## src/rtl/instr_pkg.sv

```systemverilog
// rtl/instr_pkg.sv - mnemonic, opcode/funct and format definitions for the instruction encoder
package instr_pkg;

    typedef enum logic [5:0] {
        M_ADD, M_ADDU, M_SUB, M_SUBU, M_AND, M_OR, M_XOR, M_NOR, M_SLT, M_SLTU,
        M_SLL, M_SRL, M_SRA, M_SLLV, M_SRLV, M_SRAV, M_JR,
        M_ADDI, M_ADDIU, M_ANDI, M_ORI, M_XORI, M_LUI, M_SLTI, M_SLTIU,
        M_LW, M_SW, M_LB, M_LBU, M_SB, M_BEQ, M_BNE, M_BLEZ, M_BGTZ, M_BGEZ, M_BLTZ,
        M_J, M_JAL
    } mnem_e;

    typedef enum logic [1:0] {FMT_R, FMT_I, FMT_J} fmt_e;

    typedef enum logic [1:0] {S_IDLE, S_LOAD, S_DONE} enc_state_e;

    localparam logic [5:0] OP_RTYPE  = 6'h00;
    localparam logic [5:0] OP_REGIMM = 6'h01;
    localparam logic [5:0] OP_J      = 6'h02;
    localparam logic [5:0] OP_JAL    = 6'h03;
    localparam logic [5:0] OP_BEQ    = 6'h04;
    localparam logic [5:0] OP_BNE    = 6'h05;
    localparam logic [5:0] OP_BLEZ   = 6'h06;
    localparam logic [5:0] OP_BGTZ   = 6'h07;
    localparam logic [5:0] OP_ADDI   = 6'h08;
    localparam logic [5:0] OP_ADDIU  = 6'h09;
    localparam logic [5:0] OP_SLTI   = 6'h0A;
    localparam logic [5:0] OP_SLTIU  = 6'h0B;
    localparam logic [5:0] OP_ANDI   = 6'h0C;
    localparam logic [5:0] OP_ORI    = 6'h0D;
    localparam logic [5:0] OP_XORI   = 6'h0E;
    localparam logic [5:0] OP_LUI    = 6'h0F;
    localparam logic [5:0] OP_LB     = 6'h20;
    localparam logic [5:0] OP_LW     = 6'h23;
    localparam logic [5:0] OP_LBU    = 6'h24;
    localparam logic [5:0] OP_SB     = 6'h28;
    localparam logic [5:0] OP_SW     = 6'h2B;

    localparam logic [5:0] FN_SLL  = 6'h00;
    localparam logic [5:0] FN_SRL  = 6'h02;
    localparam logic [5:0] FN_SRA  = 6'h03;
    localparam logic [5:0] FN_SLLV = 6'h04;
    localparam logic [5:0] FN_SRLV = 6'h06;
    localparam logic [5:0] FN_SRAV = 6'h07;
    localparam logic [5:0] FN_JR   = 6'h08;
    localparam logic [5:0] FN_ADD  = 6'h20;
    localparam logic [5:0] FN_ADDU = 6'h21;
    localparam logic [5:0] FN_SUB  = 6'h22;
    localparam logic [5:0] FN_SUBU = 6'h23;
    localparam logic [5:0] FN_AND  = 6'h24;
    localparam logic [5:0] FN_OR   = 6'h25;
    localparam logic [5:0] FN_XOR  = 6'h26;
    localparam logic [5:0] FN_NOR  = 6'h27;
    localparam logic [5:0] FN_SLT  = 6'h2A;
    localparam logic [5:0] FN_SLTU = 6'h2B;

endpackage

```

## src/rtl/instr_fmt.sv

```systemverilog
// rtl/instr_fmt.sv - combinational mnemonic+operands to 32-bit instruction word
module instr_fmt
    import instr_pkg::*;
(
    input  logic [5:0]  mnem,
    input  logic [4:0]  rs,
    input  logic [4:0]  rt,
    input  logic [4:0]  rd,
    input  logic [4:0]  shamt,
    input  logic [15:0] imm,
    input  logic [25:0] target,
    output logic        valid,
    output logic [31:0] word
);

    fmt_e       fmt;
    logic [5:0] op;
    logic [5:0] fn;
    logic [4:0] rs_e;
    logic [4:0] rt_e;
    logic [4:0] rd_e;
    logic [4:0] sh_e;

    // Select format/opcode/funct and zero the fields each instruction ignores
    always_comb begin
        valid = 1'b1;
        fmt   = FMT_R;
        op    = OP_RTYPE;
        fn    = 6'h00;
        rs_e  = rs;
        rt_e  = rt;
        rd_e  = rd;
        sh_e  = 5'd0;
        case (mnem)
            M_ADD:   fn = FN_ADD;
            M_ADDU:  fn = FN_ADDU;
            M_SUB:   fn = FN_SUB;
            M_SUBU:  fn = FN_SUBU;
            M_AND:   fn = FN_AND;
            M_OR:    fn = FN_OR;
            M_XOR:   fn = FN_XOR;
            M_NOR:   fn = FN_NOR;
            M_SLT:   fn = FN_SLT;
            M_SLTU:  fn = FN_SLTU;
            M_SLL:   begin fn = FN_SLL; rs_e = 5'd0; sh_e = shamt; end
            M_SRL:   begin fn = FN_SRL; rs_e = 5'd0; sh_e = shamt; end
            M_SRA:   begin fn = FN_SRA; rs_e = 5'd0; sh_e = shamt; end
            M_SLLV:  fn = FN_SLLV;
            M_SRLV:  fn = FN_SRLV;
            M_SRAV:  fn = FN_SRAV;
            M_JR:    begin fn = FN_JR; rt_e = 5'd0; rd_e = 5'd0; end
            M_ADDI:  begin fmt = FMT_I; op = OP_ADDI;  end
            M_ADDIU: begin fmt = FMT_I; op = OP_ADDIU; end
            M_ANDI:  begin fmt = FMT_I; op = OP_ANDI;  end
            M_ORI:   begin fmt = FMT_I; op = OP_ORI;   end
            M_XORI:  begin fmt = FMT_I; op = OP_XORI;  end
            M_LUI:   begin fmt = FMT_I; op = OP_LUI;   rs_e = 5'd0; end
            M_SLTI:  begin fmt = FMT_I; op = OP_SLTI;  end
            M_SLTIU: begin fmt = FMT_I; op = OP_SLTIU; end
            M_LW:    begin fmt = FMT_I; op = OP_LW;    end
            M_SW:    begin fmt = FMT_I; op = OP_SW;    end
            M_LB:    begin fmt = FMT_I; op = OP_LB;    end
            M_LBU:   begin fmt = FMT_I; op = OP_LBU;   end
            M_SB:    begin fmt = FMT_I; op = OP_SB;    end
            M_BEQ:   begin fmt = FMT_I; op = OP_BEQ;   end
            M_BNE:   begin fmt = FMT_I; op = OP_BNE;   end
            M_BLEZ:  begin fmt = FMT_I; op = OP_BLEZ;   rt_e = 5'd0; end
            M_BGTZ:  begin fmt = FMT_I; op = OP_BGTZ;   rt_e = 5'd0; end
            M_BGEZ:  begin fmt = FMT_I; op = OP_REGIMM; rt_e = 5'd1; end
            M_BLTZ:  begin fmt = FMT_I; op = OP_REGIMM; rt_e = 5'd0; end
            M_J:     begin fmt = FMT_J; op = OP_J;   end
            M_JAL:   begin fmt = FMT_J; op = OP_JAL; end
            default: valid = 1'b0;
        endcase
    end

    // Pack the selected fields; invalid mnemonics yield an all-zero word
    always_comb begin
        word = 32'd0;
        if (valid) begin
            case (fmt)
                FMT_R:   word = {OP_RTYPE, rs_e, rt_e, rd_e, sh_e, fn};
                FMT_I:   word = {op, rs_e, rt_e, imm};
                default: word = {op, target};
            endcase
        end
    end

endmodule

```

## src/rtl/instr_encoder.sv

```systemverilog
// rtl/instr_encoder.sv - streams encoded instruction words into IMEM through a write port
module instr_encoder
    import instr_pkg::*;
#(
    parameter int DEPTH = 1024,
    parameter int AW    = 10
) (
    input  logic          clk,
    input  logic          rst,
    input  logic          start,
    input  logic          in_valid,
    output logic          in_ready,
    input  logic          in_last,
    input  logic [5:0]    mnem,
    input  logic [4:0]    rs,
    input  logic [4:0]    rt,
    input  logic [4:0]    rd,
    input  logic [4:0]    shamt,
    input  logic [15:0]   imm,
    input  logic [25:0]   target,
    output logic          we,
    output logic [AW-1:0] waddr,
    output logic [31:0]   wdata,
    output logic          busy,
    output logic          done,
    output logic [AW:0]   count,
    output logic          err
);

    enc_state_e  state_q;
    enc_state_e  state_d;
    logic        fmt_valid;
    logic [31:0] fmt_word;
    logic        xfer;
    logic        last_slot;
    logic        restart;

    instr_fmt u_fmt (
        .mnem   (mnem),
        .rs     (rs),
        .rt     (rt),
        .rd     (rd),
        .shamt  (shamt),
        .imm    (imm),
        .target (target),
        .valid  (fmt_valid),
        .word   (fmt_word)
    );

    // count never reaches DEPTH while loading, so its low bits are the next address
    assign xfer      = in_valid & in_ready;
    assign last_slot = (count[AW-1:0] == AW'(DEPTH - 1));
    assign restart   = start & (state_q != S_LOAD);

    // State register
    always_ff @(posedge clk) begin
        if (rst) state_q <= S_IDLE;
        else     state_q <= state_d;
    end

    // Next state: a load ends on an accepted last bundle or when the final slot is written
    always_comb begin
        state_d = state_q;
        case (state_q)
            S_IDLE:  if (start) state_d = S_LOAD;
            S_LOAD:  if (xfer && (in_last || (fmt_valid && last_slot))) state_d = S_DONE;
            S_DONE:  if (start) state_d = S_LOAD;
            default: state_d = S_IDLE;
        endcase
    end

    // Status outputs decoded from state only, so in_ready never depends on in_valid
    always_comb begin
        in_ready = (state_q == S_LOAD);
        busy     = (state_q == S_LOAD);
        done     = (state_q == S_DONE);
    end

    // Write port, word counter and sticky error flag
    always_ff @(posedge clk) begin
        if (rst) begin
            we    <= 1'b0;
            waddr <= '0;
            wdata <= 32'd0;
            count <= '0;
            err   <= 1'b0;
        end else begin
            we <= 1'b0;
            if (restart) begin
                count <= '0;
                err   <= 1'b0;
            end else if (xfer) begin
                if (fmt_valid) begin
                    we    <= 1'b1;
                    waddr <= count[AW-1:0];
                    wdata <= fmt_word;
                    count <= count + 1'b1;
                end else begin
                    err <= 1'b1;
                end
            end
        end
    end

endmodule

```

## config.mk

```make
export PLATFORM = sky130hd
export DESIGN_NAME = instr_encoder
export DESIGN_NICKNAME = d
export VERILOG_FILES = /design/src/rtl/instr_pkg.sv /design/src/rtl/instr_fmt.sv /design/src/rtl/instr_encoder.sv
export SDC_FILE = /design/constraint.sdc
export NUM_CORES = 1
export LEC_CHECK = 0
export BUFFER_PORTS_ARGS = -buffer_cell sky130_fd_sc_hd__clkbuf_2
export CAP_MARGIN = 20
export CORE_ASPECT_RATIO = 1.75
export CORE_MARGIN = 10
export CORE_UTILIZATION = 43
export CTS_BUF_LIST = sky130_fd_sc_hd__clkbuf_16
export CTS_CLUSTER_SIZE = 30
export DETAILED_ROUTE_END_ITERATION = 6
export HOLD_SLACK_MARGIN = 0.12
export PLACE_DENSITY_LB_ADDON = 0.1
export SLEW_MARGIN = 15
export SYNTH_ARGS = -nofsm -noshare
export SYNTH_HDL_FRONTEND = slang
export SYNTH_HIERARCHICAL = 1
export SYNTH_SLANG_ARGS = --single-unit
```

## constraint.sdc

```tcl
create_clock -name clk -period 1.6 [get_ports clk]
set_input_delay 0.08 -clock clk [delete_from_list [all_inputs] [get_ports clk]]
set_output_delay 0.08 -clock clk [all_outputs]
set_load 0.02 [all_outputs]
```

======== Word-level counts from Yosys, hierarchy flattened ========
Cells that the tools add are included.
operators by class
  $add $sub $neg .......................... 1
  eq/ne operators ......................... 44
  multiplexer cells ....................... 13
  bitwise gates (word level) .............. 5
  reductions and logical operators ........ 20
operators with widths
  cell                     count
  $pmux W6 S20             1
  $eq A6 B5 Y1 const B     16
  $pmux W6 S16             1
  $pmux W32 S2             1
  $eq A6 B4 Y1 const B     8
  $reduce_or A38 Y1        1
  $eq A6 B6 Y1 const B     6
  $eq A6 B3 Y1 const B     4
  $reduce_or A19 Y1        1
  $mux W5                  3
  $eq A6 B2 Y1 const B     2
  $add A11 B1 Y11 const B  1
  $eq A10 B10 Y1 const B   1
  $pmux W5 S2              1
  $pmux W2 S2              2
  $reduce_or A2 Y1         4
  $reduce_or A4 Y1         2
  $eq A6 B1 Y1 const B     1
  $logic_not A6 Y1         1
  $ne A2 B1 Y1 const B     3
  $reduce_and A2 Y1        3
  $reduce_or A3 Y1         2
  $eq A2 B1 Y1 const B     2
  $logic_not A2 Y1         2
  8 further kinds          14
storage, ports and cells
  flip-flop bits (word level) ............. 57
  output and inout bits ................... 58

======== Logic depth before layout (Yosys ltp) ========
  word-level depth ........................ 8
  gate-level depth with buffers ........... 10
  mapped depth without buffers ............ 6

======== By module ========
The synthesis kept the hierarchy.
by module, submodules not included
  module         instances  cells an instance  area each (um^2)
  instr_encoder  1          264                2,173.3
  instr_fmt      1          128                877.1

======== Least setup slack after synthesis ========
OpenSTA, ideal clock, no wires.
  kind .................................... in2reg
  start ................................... in mnem[1]
  end ..................................... reg count[4]
  setup time .............................. 0.072 ns
  data arrival time ....................... 1.682 ns
  path slack .............................. -0.154 ns
  stages on the path ...................... 9
  buffers on the path ..................... 3
  cell sequence ........................... buf_2 a21oi_1 a21boi_1 buf_2 inv_1 nand4b_2 buf_6 or4_1 a21oi_1
on the way
  word-level cells in the longest chain between the ends .. 4
  elaborated cells on any way between the ends .. 41
  classes of those cells .................. eq/ne: 37; mux: 1; reduce/logical: 3
RTL lines
  element                               RTL line             source
  from (decl)                           instr_encoder.sv:14  input logic [5:0] mnem,
  $eq A6 B5 Y1 (tied with other cells)  instr_fmt.sv:34      case (mnem)
  $reduce_or A38 Y1 (no source line) *  -
  $mux W1 *                             instr_fmt.sv:34
  via fmt_valid                         instr_encoder.sv:32  logic fmt_valid;
  $reduce_and A2 Y1 (no source line) *  -
  to (signal assigned)                  instr_encoder.sv:97  count <= count + 1'b1;
  to (decl)                             instr_encoder.sv:26  output logic [AW:0] count,
The timed path passes the listed nets; every way through them passes the cells marked *.
A chain may end at the register's enable or synchronous reset.

======== Worst setup path after layout ========
  start ................................... reg state_q[0]
  end ..................................... out in_ready
on the way
  word-level cells in the longest chain between the ends .. 1
RTL lines
  element                 RTL line             source
  from (decl)             instr_encoder.sv:30  enc_state_e state_q;
  from (signal assigned)  instr_encoder.sv:58  else state_q <= state_d;
  $eq A2 B1 Y1            instr_encoder.sv:74  in_ready = (state_q == S_LOAD);
  to (decl)               instr_encoder.sv:12  output logic in_ready,
No other way between the ends.

==> key figures <==
Global route
  – GRT overflow: 0
  – First-pass GRT wire length: 17.2 mm
  – Antenna violations before repair: 0
  – Largest net degree at the start of global routing: 45
  – Number of global-route vias before repair: 3485
  – GR Util All Layers: a little under a fifth

Synthesis
  – Top post-synthesis cells by area: dfxtp_1, nand2_1, a21oi_1
  – Number of synthesized register bits: 57
  – Netlist cell types: 62
  – Post-synth EDFFs: 0
  – Gate Count Post-Synth: 392
  – Yosys warnings: 6
  – Post-synth top area share: 37.4%
  – Mapped Area: 3050 um2
  – Asr flop ratio synth: 0%
  – Largest area contributor in the netlist: dfxtp_1
  – Top FF cell, synth: dfxtp_1
  – Syn Area/Cell: 7.78 um2
  – Register area share after synthesis: 37.4%
  – Post-Syn Nets: 466

Timing
  – Fmax: 660 MHz
  – Final TNS setup: 0 ps
  – Worst rel slew slack: 53.3%
  – Final Critical Period: 1520 ps
  – Final-report hold violation count: 0
  – Final max-slew violation count: 0
  – Final hold slack: 123 ps
  – Setup Skew: 4.42 ps
  – Slew at the pin closest to its max-slew limit: 696 ps
  – Final setup margin: ~84 ps
  – RSZ-0062 raised after global routing: true
  – Final setup viols: 0
  – Final period util: 94.7%

Place
  – Detail Placement HPWL: 8.31 mm
  – Port buffer count: 130
  – Pre-CTS setup slack: -163 ps
  – Inst Count DP: between 600 and 700
  – Routability congestion estimate: a little over 0.9

CTS
  – Clock transition at path regs: about 50 ps
  – CTS Sinks: 57
  – Max clock buf depth: 2
  – Setup bufs post-CTS: 0
  – CTS tree: yes
  – H-tree depth: 3
  – Clk_lat worst skew: about 330 ps
  – Cts bufs inserted: 9
  – Clk root buf: clkbuf_16

Final layout
  – Final Non-Filler Cells: between 600 and 700
  – Leading cell type in the layout, fill and taps excluded: clkbuf_2
  – Nets: 618
  – Diodes inserted: 0
  – Most frequent cells in the layout: clkbuf_2, nand2_1, a21oi_1, dfxtp_1, buf_4
  – Area growth syn-to-layout: 43.8%
  – Layout cells sized above 1: around 36%

Detailed routing
  – Detailed Routing Iterations Pass 1: 5
  – Detailed Route WL: 10.8 mm
  – Iter 0 DRT Violations: 196
  – WL/cell: 17.0 um
  – Vias per cell: 5.56
  – Post-route ant nets: 0
  – DRC: 0
  – Vias: 3522

Power
  – Power Density: 954 nW/um2
  – Lkg Pwr: 0.00194 uW
  – Maximum vdd drop: 0.643 mV

Flow run
  – Max-Cap Viols: 0

Setup path
  – Worst endpoint data arrival time: 1440 ps
  – Setup CP Type: register to primary output
  – Biggest cell delay along the critical path: around 450 ps
  – Setup crit end kind: primary output
  – Required @ worst endpoint: 1520 ps
  – CP startpoint kind: register
  – Max stage delay cell, worst path: dfxtp_1
  – CP Max Fanout: 6
  – Critical Path, Cell by Cell: or2b_1, inv_1, buf_4, clkbuf_2

Outcome
  – Status: completed

Die
  – Die Ht: 131 um
  – Rows: 40
  – Starting density of the core: 44.2%
  – Die Area: 11000 um2
  – Die X: 83.7 um
  – Core outline area: 6910 um2
  – IO Count: 131

Min path
  – Worst Hold Class: input port to register
-- kinds of logic (layout without fill, tap and decap cells) --
kind of cell	after synthesis	in the layout	synth area share, %
AND/OR/NAND/NOR	155	155	25.1
AO/OA/AOI/OAI	129	129	28.1
flip-flops	57	57	37.4
buffers and inverters	45	202	7.51
multiplexers	3	3	0.984
adder cells (fa/ha/maj)	1	1	0.410
other	1	1	0.123
XOR/XNOR	1	1	0.287
-- final cells by class --
class,instances,area (um2)
timing repair buffer,174,1040
tap,84,105
fill,654,2520
inverter,12,47.5
multi-input combinational,290,1720
clock buffer,9,225
sequential,57,1140
clock inverter,7,110
-- cells in the mapped netlist, types with 2 or more instances --
library cell   n
nand2_1       94
a21oi_1       60
dfxtp_1       57
nor2_1        17
buf_2         15
clkbuf_1      11
inv_1         11
o21ai_0       10
a22oi_1        8
a221o_1        7
a22o_1         7
o31ai_1        6
a222oi_1       5
buf_6          4
nand3_1        4
nor2b_1        4
o211ai_1       4
or4_1          4
a211o_1        3
and2_1         3
buf_4          3
mux2i_1        3
nand2b_1       3
nor4_1         3
a21boi_0       2
and2_0         2
and2b_1        2
nand4_1        2
nor4_4         2
o22ai_1        2
o32ai_1        2
or3_1          2
-- flip-flops by register name, indices dropped and copies added, names as in the netlist --
signal   cells
count       11
err          1
state_q      2
waddr       10
wdata       32
we           1
-- through the flow --
| stage | util (%) | instance area [um2] | total power [uW] |
|---|---|---|---|
| 2_1_floorplan | - | 3070 | 1800 |
| 3_3_place_gp | 57.8 | 3990 | 2040 |
| 3_5_place_dp | 57.8 | 3990 | 2040 |
| 4_1_cts | 63.2 | 4360 | 4220 |
| 5_1_grt | 63.5 | 4390 | 4330 |
| 6_report | 63.5 | 4390 | 4190 |
-- power breakdown --
part           internal, uW  switching (uW)  leakage, uW  total [uW]
Combinational           255             311      0.00132         565
Clock                  1500             663     0.000164        2170
Sequential             1440            14.5     0.000460        1460
-- layer usage --
layer / GRT usage (%) / routed length (um)
met2: 35.0 / 6010
met1: 19.0 / 3810
met4: 8.04 / 299
met5: 0 / 0
met3: 4.89 / 663
-- path summary, 6_finish.rpt --
kind	slack, ps	depth (start not counted)	end	startpoint
worst max-delay path	80	4	in_ready	state_q[0]$_SDFFE_PP0P_
worst min-delay path	120	5	wdata[16]$_SDFFE_PP0P_	rt[0]
worst max register to register	100	3	count[10]$_SDFFE_PP0P_	count[6]$_SDFFE_PP0P_
worst min register to register	450	2	wdata[13]$_SDFFE_PP0P_	wdata[13]$_SDFFE_PP0P_
-- worst max-delay path, delay by kind of cell, from the launching register on --
| family | cells | cell delay (ps) |
|---|---|---|
| buf+inv | 3 | 390 |
| flops | 1 | 450 |
| simple gates | 1 | 270 |
-- timing repair --
action	CTS	global route
resized for setup	0	3
hold buffers	4	0
endpoints found under the setup margin	0	1
hold endpoints to repair	6	0
Power figures use the tool's default switching activity.
